`config.mk`:
```
export PLATFORM = sky130hd
export DESIGN_NAME = instr_fetch_unit
export DESIGN_NICKNAME = d
export VERILOG_FILES = /design/src/rtl/cpu_pkg.sv /design/src/rtl/fetch_timeout_cnt.sv /design/src/rtl/instr_fetch_unit.sv
export SDC_FILE = /design/constraint.sdc
export NUM_CORES = 1
export LEC_CHECK = 0
export CAP_MARGIN = 20
export CORE_UTILIZATION = 30
export CTS_CLUSTER_DIAMETER = 40
export CTS_CLUSTER_SIZE = 16
export DETAILED_ROUTE_END_ITERATION = 10
export PLACE_DENSITY = 0.57
export SYNTH_ARGS = -nofsm -noshare
export SYNTH_HDL_FRONTEND = slang
export SYNTH_SLANG_ARGS = --single-unit
```
`constraint.sdc`:
```
create_clock -name clk -period 3.06 [get_ports clk]
set_input_delay 0.765 -clock clk [delete_from_list [all_inputs] [get_ports clk]]
set_output_delay 0.765 -clock clk [all_outputs]
set_load 0.005 [all_outputs]
```
`src/rtl/cpu_pkg.sv`:
```
// rtl/cpu_pkg.sv - shared types and constants for the CPU fetch/decode path
package cpu_pkg;

    localparam int INSTR_W = 32;

    // Major opcode classes carried in the op field
    localparam logic [1:0] OP_CODE_DP  = 2'b00;
    localparam logic [1:0] OP_CODE_MEM = 2'b01;
    localparam logic [1:0] OP_CODE_B   = 2'b10;

    // Instruction field bit positions
    localparam int COND_HI  = 31;
    localparam int COND_LO  = 28;
    localparam int OP_HI    = 27;
    localparam int OP_LO    = 26;
    localparam int FUNCT_HI = 25;
    localparam int FUNCT_LO = 20;
    localparam int RD_HI    = 15;
    localparam int RD_LO    = 12;

    typedef enum logic [1:0] {
        ST_FETCH = 2'd0,
        ST_ISSUE = 2'd1,
        ST_DRAIN = 2'd2,
        ST_HALT  = 2'd3
    } fetch_state_t;

endpackage

```
`src/rtl/fetch_timeout_cnt.sv`:
```
// rtl/fetch_timeout_cnt.sv - wait-cycle counter that flags an imem ack timeout
module fetch_timeout_cnt #(
    parameter int TIMEOUT = 16
) (
    input  logic clk,
    input  logic rst_n,
    input  logic clear,
    input  logic inc,
    output logic expired
);

    localparam int CNT_W = (TIMEOUT > 1) ? $clog2(TIMEOUT) : 1;

    logic [CNT_W-1:0] count;

    // Count un-acked request cycles; clear wins so a new wait always starts from zero
    always_ff @(posedge clk or negedge rst_n) begin
        if (!rst_n) begin
            count <= '0;
        end else if (clear) begin
            count <= '0;
        end else if (inc) begin
            count <= count + CNT_W'(1);
        end
    end

    // Expired on the last allowed wait cycle so the owner can halt at its end
    assign expired = (count == CNT_W'(TIMEOUT - 1));

endmodule

```
`src/rtl/instr_fetch_unit.sv`:
```
// rtl/instr_fetch_unit.sv - fetch stage: PC, imem req/ack, single-entry instruction buffer
module instr_fetch_unit
    import cpu_pkg::*;
#(
    parameter int                ADDR_W   = 32,
    parameter logic [ADDR_W-1:0] RESET_PC = '0,
    parameter int                TIMEOUT  = 16
) (
    input  logic               clk,
    input  logic               rst_n,
    output logic               imem_req,
    output logic [ADDR_W-1:0]  imem_addr,
    input  logic               imem_ack,
    input  logic [INSTR_W-1:0] imem_rdata,
    output logic               instr_valid,
    input  logic               instr_ready,
    output logic [INSTR_W-1:0] instr,
    output logic [3:0]         cond,
    output logic [1:0]         op,
    output logic [5:0]         funct,
    output logic [3:0]         rd,
    output logic [ADDR_W-1:0]  instr_pc,
    output logic [ADDR_W-1:0]  pc_plus8,
    input  logic               pc_ctrl,
    input  logic [ADDR_W-1:0]  pc_target,
    output logic               fetch_err
);

    fetch_state_t        state, state_n;
    logic [ADDR_W-1:0]   pc, pc_n;
    logic [ADDR_W-1:0]   target_q, target_n;
    logic [INSTR_W-1:0]  instr_q, instr_n;
    logic [ADDR_W-1:0]   instr_pc_q, instr_pc_n;
    logic                valid_q, valid_n;
    logic                req_q, req_n;
    logic                err_q, err_n;
    logic                cnt_inc, cnt_clear, expired;
    logic [ADDR_W-1:0]   tgt;

    // Redirect targets are always word aligned
    assign tgt = pc_target & ~ADDR_W'(3);

    // Acks only matter while a request is outstanding
    assign cnt_clear = (imem_ack && req_q) || (state_n != state);

    fetch_timeout_cnt #(
        .TIMEOUT (TIMEOUT)
    ) u_timeout (
        .clk     (clk),
        .rst_n   (rst_n),
        .clear   (cnt_clear),
        .inc     (cnt_inc),
        .expired (expired)
    );

    // State, PC and instruction buffer registers
    always_ff @(posedge clk or negedge rst_n) begin
        if (!rst_n) begin
            state      <= ST_FETCH;
            pc         <= RESET_PC;
            target_q   <= '0;
            instr_q    <= '0;
            instr_pc_q <= '0;
            valid_q    <= 1'b0;
            req_q      <= 1'b0;
            err_q      <= 1'b0;
        end else begin
            state      <= state_n;
            pc         <= pc_n;
            target_q   <= target_n;
            instr_q    <= instr_n;
            instr_pc_q <= instr_pc_n;
            valid_q    <= valid_n;
            req_q      <= req_n;
            err_q      <= err_n;
        end
    end

    // Next-state logic; a FETCH cycle with req low is a one-cycle bubble before requesting
    always_comb begin
        state_n    = state;
        pc_n       = pc;
        target_n   = target_q;
        instr_n    = instr_q;
        instr_pc_n = instr_pc_q;
        valid_n    = valid_q;
        req_n      = req_q;
        err_n      = err_q;
        cnt_inc    = 1'b0;
        unique case (state)
            ST_FETCH: begin
                if (!req_q) begin
                    req_n = 1'b1;
                    if (pc_ctrl) begin
                        pc_n = tgt;
                    end
                end else if (imem_ack) begin
                    req_n = 1'b0;
                    if (pc_ctrl) begin
                        pc_n = tgt;
                    end else begin
                        instr_n    = imem_rdata;
                        instr_pc_n = pc;
                        pc_n       = pc + ADDR_W'(4);
                        valid_n    = 1'b1;
                        state_n    = ST_ISSUE;
                    end
                end else if (pc_ctrl) begin
                    target_n = tgt;
                    state_n  = ST_DRAIN;
                end else if (expired) begin
                    err_n   = 1'b1;
                    req_n   = 1'b0;
                    state_n = ST_HALT;
                end else begin
                    cnt_inc = 1'b1;
                end
            end
            ST_ISSUE: begin
                if (pc_ctrl) begin
                    valid_n = 1'b0;
                    pc_n    = tgt;
                    req_n   = 1'b1;
                    state_n = ST_FETCH;
                end else if (instr_ready) begin
                    valid_n = 1'b0;
                    req_n   = 1'b1;
                    state_n = ST_FETCH;
                end
            end
            ST_DRAIN: begin
                if (imem_ack) begin
                    pc_n    = pc_ctrl ? tgt : target_q;
                    req_n   = 1'b0;
                    state_n = ST_FETCH;
                end else if (expired) begin
                    err_n   = 1'b1;
                    req_n   = 1'b0;
                    state_n = ST_HALT;
                end else begin
                    cnt_inc = 1'b1;
                    if (pc_ctrl) begin
                        target_n = tgt;
                    end
                end
            end
            ST_HALT: begin
                req_n   = 1'b0;
                valid_n = 1'b0;
            end
            default: begin
                state_n = ST_HALT;
            end
        endcase
    end

    assign imem_req    = req_q;
    assign imem_addr   = pc;
    assign instr_valid = valid_q;
    assign instr       = instr_q;
    assign instr_pc    = instr_pc_q;
    assign pc_plus8    = instr_pc_q + ADDR_W'(8);
    assign fetch_err   = err_q;
    assign cond        = instr_q[COND_HI:COND_LO];
    assign op          = instr_q[OP_HI:OP_LO];
    assign funct       = instr_q[FUNCT_HI:FUNCT_LO];
    assign rd          = instr_q[RD_HI:RD_LO];

endmodule
```
# After elaboration in Yosys (flattened, before gate mapping)
# Cells that the tools add are included.
[classes]
n_addsub = 3
eq_ne = 15
n_mux = 49
bitwise = 1
n_reduce_logical = 13
[ops]
columns = ["operator", "n"]
rows = [
  ["two-way mux 32 bit", 10],
  ["one-hot mux 32 bit (3 select lines)", 1],
  ["one-hot mux 32 bit (2 select lines)", 1],
  ["adder 32 x 3 -> 32 bit (second input constant)", 1],
  ["adder 32 x 4 -> 32 bit (second input constant)", 1],
  ["two-way mux 1 bit", 22],
  ["two-way mux 2 bit", 8],
  ["AND reduction 5 bit", 3],
  ["inequality test 2 bit (second input constant)", 7],
  ["inequality test 3 bit (second input constant)", 3],
  ["two-way mux 4 bit", 2],
  ["one-hot mux 2 bit (3 select lines)", 1],
  ["nonzero test 3 bit", 2],
  ["adder 4 x 1 -> 4 bit (second input constant)", 1],
  ["== test 2 bit (second input constant)", 2],
  ["== test 4 bit (second input constant)", 1],
  ["one-hot mux 1 bit (2 select lines)", 2],
  ["one-hot mux 1 bit (4 select lines)", 1],
  ["AND reduction 4 bit", 1],
  ["nonzero test 2 bit", 2],
  ["one-hot mux 1 bit (3 select lines)", 1],
  ["AND reduction 3 bit", 1],
  ["== test 2 x 1 -> 1 bit (second input constant)", 1],
  ["logical NOT 2 bit", 1],
  ["5 further kinds", 5],
]
[totals]
regBits = 137
in_bits = 69

# Depth between registers and ports, before layout
[depth]
word_depth = 9
mapped_depth = 10
ltp_nobuf = 7

# Modules after synthesis
# From an unflattened synthesis, not the netlist that was laid out.
[hier_totals]
hier_cells = 799
hier_area_um2 = 7986.4
[modules_own_cells]
columns = ["mod", "instances", "cells_per_inst", "area_per_inst_um2"]
rows = [
  ["instr_fetch_unit", 1, 782, 7787.5],
  ["fetch_timeout_cnt", 1, 17, 198.9],
]

# Least setup slack after synthesis
# Ideal clock, no wire load.
[synth_path]
kind = "flip-flop to output port"
start = "register instr_pc_q[3] (netlist: instr_pc[3])"
end = "output port pc_plus8[23]"
t_arrival_ps = 1710
required_time_ps = 2295
slack_ps = 585
stages_incl_launch_ff = 7
cell_sequence = "dfrtp_1 ha_1 nand3_1 nor4_4 and3_1 and3_1 xor2_1"
[synth_via]
elab_chain_len = 1
[synth_rtl]
columns = ["item", "line_no", "text"]
rows = [
  ["start: declaration", "instr_fetch_unit.sv:33", "logic [ADDR_W-1:0] instr_pc_q, instr_pc_n;"],
  ["start signal: assignment", "instr_fetch_unit.sv:72", "instr_pc_q <= instr_pc_n;"],
  ["adder 32 x 4 -> 32 bit", "instr_fetch_unit.sv:162", "assign pc_plus8 = instr_pc_q + ADDR_W'(8);"],
  ["end: declaration", "instr_fetch_unit.sv:23", "output logic [ADDR_W-1:0] pc_plus8,"],
]
# No other way between the ends.

# Worst setup path in the final report
[layout_path]
start = "register instr_pc_q[3] (netlist: instr_pc[3])"
end = "output port pc_plus8[27]"
# The elaborated chain is that of the path after synthesis.

==> reports/metrics.cfg <==
[outcome]
status=complete, no violations

[sta]
fmax_mhz=328
finalCritPeriodShare_pct=99.7
hold_viol_final=0
setup_violations=0
skew_ns=0.0229
drv_slew=0
holdWs_ns=0.286
slew_headroom_pct=58.4
rsz0062_at_grt=yes
worst_pin_slew_ns=0.620
tns_ns=0
finalCriticalPeriod_ns=3.05

[drt]
vias=7069
drt-total-wl_mm=24.9
drc_errors=0
dr.pass1.iters=5
antenna_left=0
drtIter0Drc=524
wl_per_cell_um=18.3
viasPerCell=5.21

[clock_tree]
cts-root-buf=clkbuf_16
cts_tree=done
htree_levels=4
clk_latency_ns=0.44
clkTransAtPathRegs_ns=0.06
cts_made_buffers=17
clock_path_buffers=2
cts_hold_buffers=0
cts.sinks=137

[worst_setup_path]
arrival_ns=2.29
end_kind=primary output
required_ns=2.29
r2r-end=imem_addr[21]
crit_path_end=pc_plus8[27]
rr_worst_depth=8
start_kind=register
crit_type=reg -> out
timing.rr.start=state[1]
r2r_setup_slack_ns=0.50
cp-startpoint=instr_pc[3]
critPathMaxFanout=4

[synthesis]
synth_area_leaders=dfrtp_1 (43%), mux2_2 (13%), o21ai_0 (3.0%), a22oi_1 (2.7%), nand2_1 (2.4%)
syn_area_mm2=0.00795
synth_edf_count=0
yosysTopAreaCell=dfrtp_1
synth_seq_cells=137
synth_ff_type=dfrtp_1
ys_types=71
avgSynthCellArea_um2=10.1
yosysWarnings=0
synth.top_cell.area_share_pct=43.1
syn_nets=868
syn_inst=790
async_reset_ff_share_pct=100
synth_seq_area_share_pct=43.1

[placed_design]
dp_hpwl_mm=18.1
port_buffers=213
place_area_mm2=0.0106
gp_congestion=0.810

[floorplanning]
core_mm2=0.0261
die_x_um=165
die_h_um=165
start_util_pct=30.5
fp-row-count=59
ios=216
dieArea_mm2=0.0271

[global_route]
grt_pass1_vias=6629
grt-busiest-layer=met2
grt_util_met2_pct=29.3
grt_start_max_net_pins=77
gr-total-overflow=0
grtUsageTotal_pct=18.3
grt_pass1_wl_mm=38.0
grt.met1_usage_pct=25.2
met3_usage_pct=2.84
antenna_found_initial=0

[cells_and_area]
multi_input_area_mm2=0.00412
nFillCells=2519
n_antenna_cell=0
regArea_mm2=0.00343
drive_above_1_share_pct=21.3
final_area_mm2=0.0113
final_nets=1088
syn_to_final_growth_pct=41.9

[power]
powerDensity_mw_per_mm2=980
max-vdd-ir-drop_v=0.000384
p_leak_nw=4.70

[run]
drv_cap=0

[min_path]
hp-class=in -> async

-- where the power goes --
group,internal (mW),total (mW),switching (mW)
clock,1.31,2.16,0.853
combinational,3.10,5.35,2.24
sequential,2.64,3.54,0.896
total,7.06,11.0,3.99
-- how the worst min path moves through the flow --
stage,from,endpoint,slack (ns)
floorplan,target_q[0],target_q[0],0.45
finish,rst_n,instr[1],0.29
detailed placement,target_q[0],target_q[0],0.48
global route,rst_n,instr[6],0.33
global placement,fetch_err,fetch_err,0.47
CTS,rst_n,instr[6],0.30
-- worst max-delay path, cell delays in order, from the launching register on --
cell	delay, ns
dfrtp_1	0.37
ha_2	0.19
nand3_2	0.11
nor4_4	0.27
buf_4	0.19
and3_4	0.21
and3_1	0.17
xor2_1	0.14
clkdlybuf4s15_2	0.23
-- flip-flops by register name, indices dropped and copies added, names as in the netlist --
register         flops
u_timeout.count      4
instr_valid          1
imem_addr           32
instr_pc            32
imem_req             1
fetch_err            1
instr               32
target_q            32
state                2
-- metal layers --
metal / wire length, um / vias to the layer above / share of wire [%]
met2: 12100 / 199 / 48
met1: 11200 / 3492 / 45
met3: 1230 / 20 / 4.9
li1: - / 3358 / -
met4: 378 / 0 / 1.5
met5: 0 / - / 0
-- synthesized netlist by cell type, drive strengths merged, types with 8 or more instances --
library cell and n:
a21oi 38, a221oi 8, a22oi 29, and2 9, and3 17, buf 48, clkbuf 27, dfrtp 137
ha 9, inv 16, mux2 99, mux2i 11, nand2 51, nand3 34, nand4 22, nor2 39
nor3 12, o211ai 9, o21ai 51, o22ai 9, xnor2 18, xor2 13
-- through the flow --
step	total power, mW	util [%]	worst slack (ns)	std cells
2_1_floorplan	6.03	-	0.585	790
3_3_place_gp	8.89	40.6	0.0191	1318
3_5_place_dp	8.97	40.6	0.0158	1318
4_1_cts	11.1	43.1	-0.0291	1353
5_1_grt	11.8	43.3	-0.131	1358
6_report	11.0	43.3	0.00825	1358
-- cell usage in the layout (no fill, tap or decap), types with 8 or more instances in the layout --
master           count
a21oi_1             38
a221oi_1             8
a22oi_1             29
and2_1               8
and3_1              16
buf_4               54
clkbuf_16           17
clkdlybuf4s50_1    194
dfrtp_1            137
ha_1                 8
inv_1               16
mux2_1              10
mux2_2              89
mux2i_1             11
nand2_1             50
nand3_1             32
nand4_1             20
nor2_1              39
nor3_1              10
o211ai_1             9
o21ai_0             47
o22ai_1              9
xnor2_1             18
xor2_1              13
-- what timing repair did --
item | 4_1_cts | 5_1_grt
resized for setup | 29 | 28
endpoints found under the setup margin | 16 | 14
setup buffers | 3 | 5
pin swaps | 1 | 8
-- final cells by class --
class | count | area share, %
Clock inverter | 14 | 1.51
Inverter | 16 | 0.533
Tap cell | 335 | 3.72
Timing Repair Buffer | 276 | 23.4
Sequential cell | 137 | 30.4
Multi-Input combinational cell | 562 | 36.5
Clock buffer | 18 | 3.90
-- cell families (layout without fill, tap and decap cells) --
kind of cell / after synthesis / count (layout) / share of synthesized area (%)
buffers and inverters: 91 / 324 / 5.76
adders and majority gates: 9 / 9 / 1.42
xor gates and xnor gates: 31 / 31 / 3.42
AOI/OAI and AO/OA: 197 / 197 / 16.6
muxes: 110 / 110 / 15.4
DFF: 137 / 137 / 43.1
and+or+nand+nor: 215 / 215 / 14.3
Note: power is estimated with default switching activity, not from simulation.
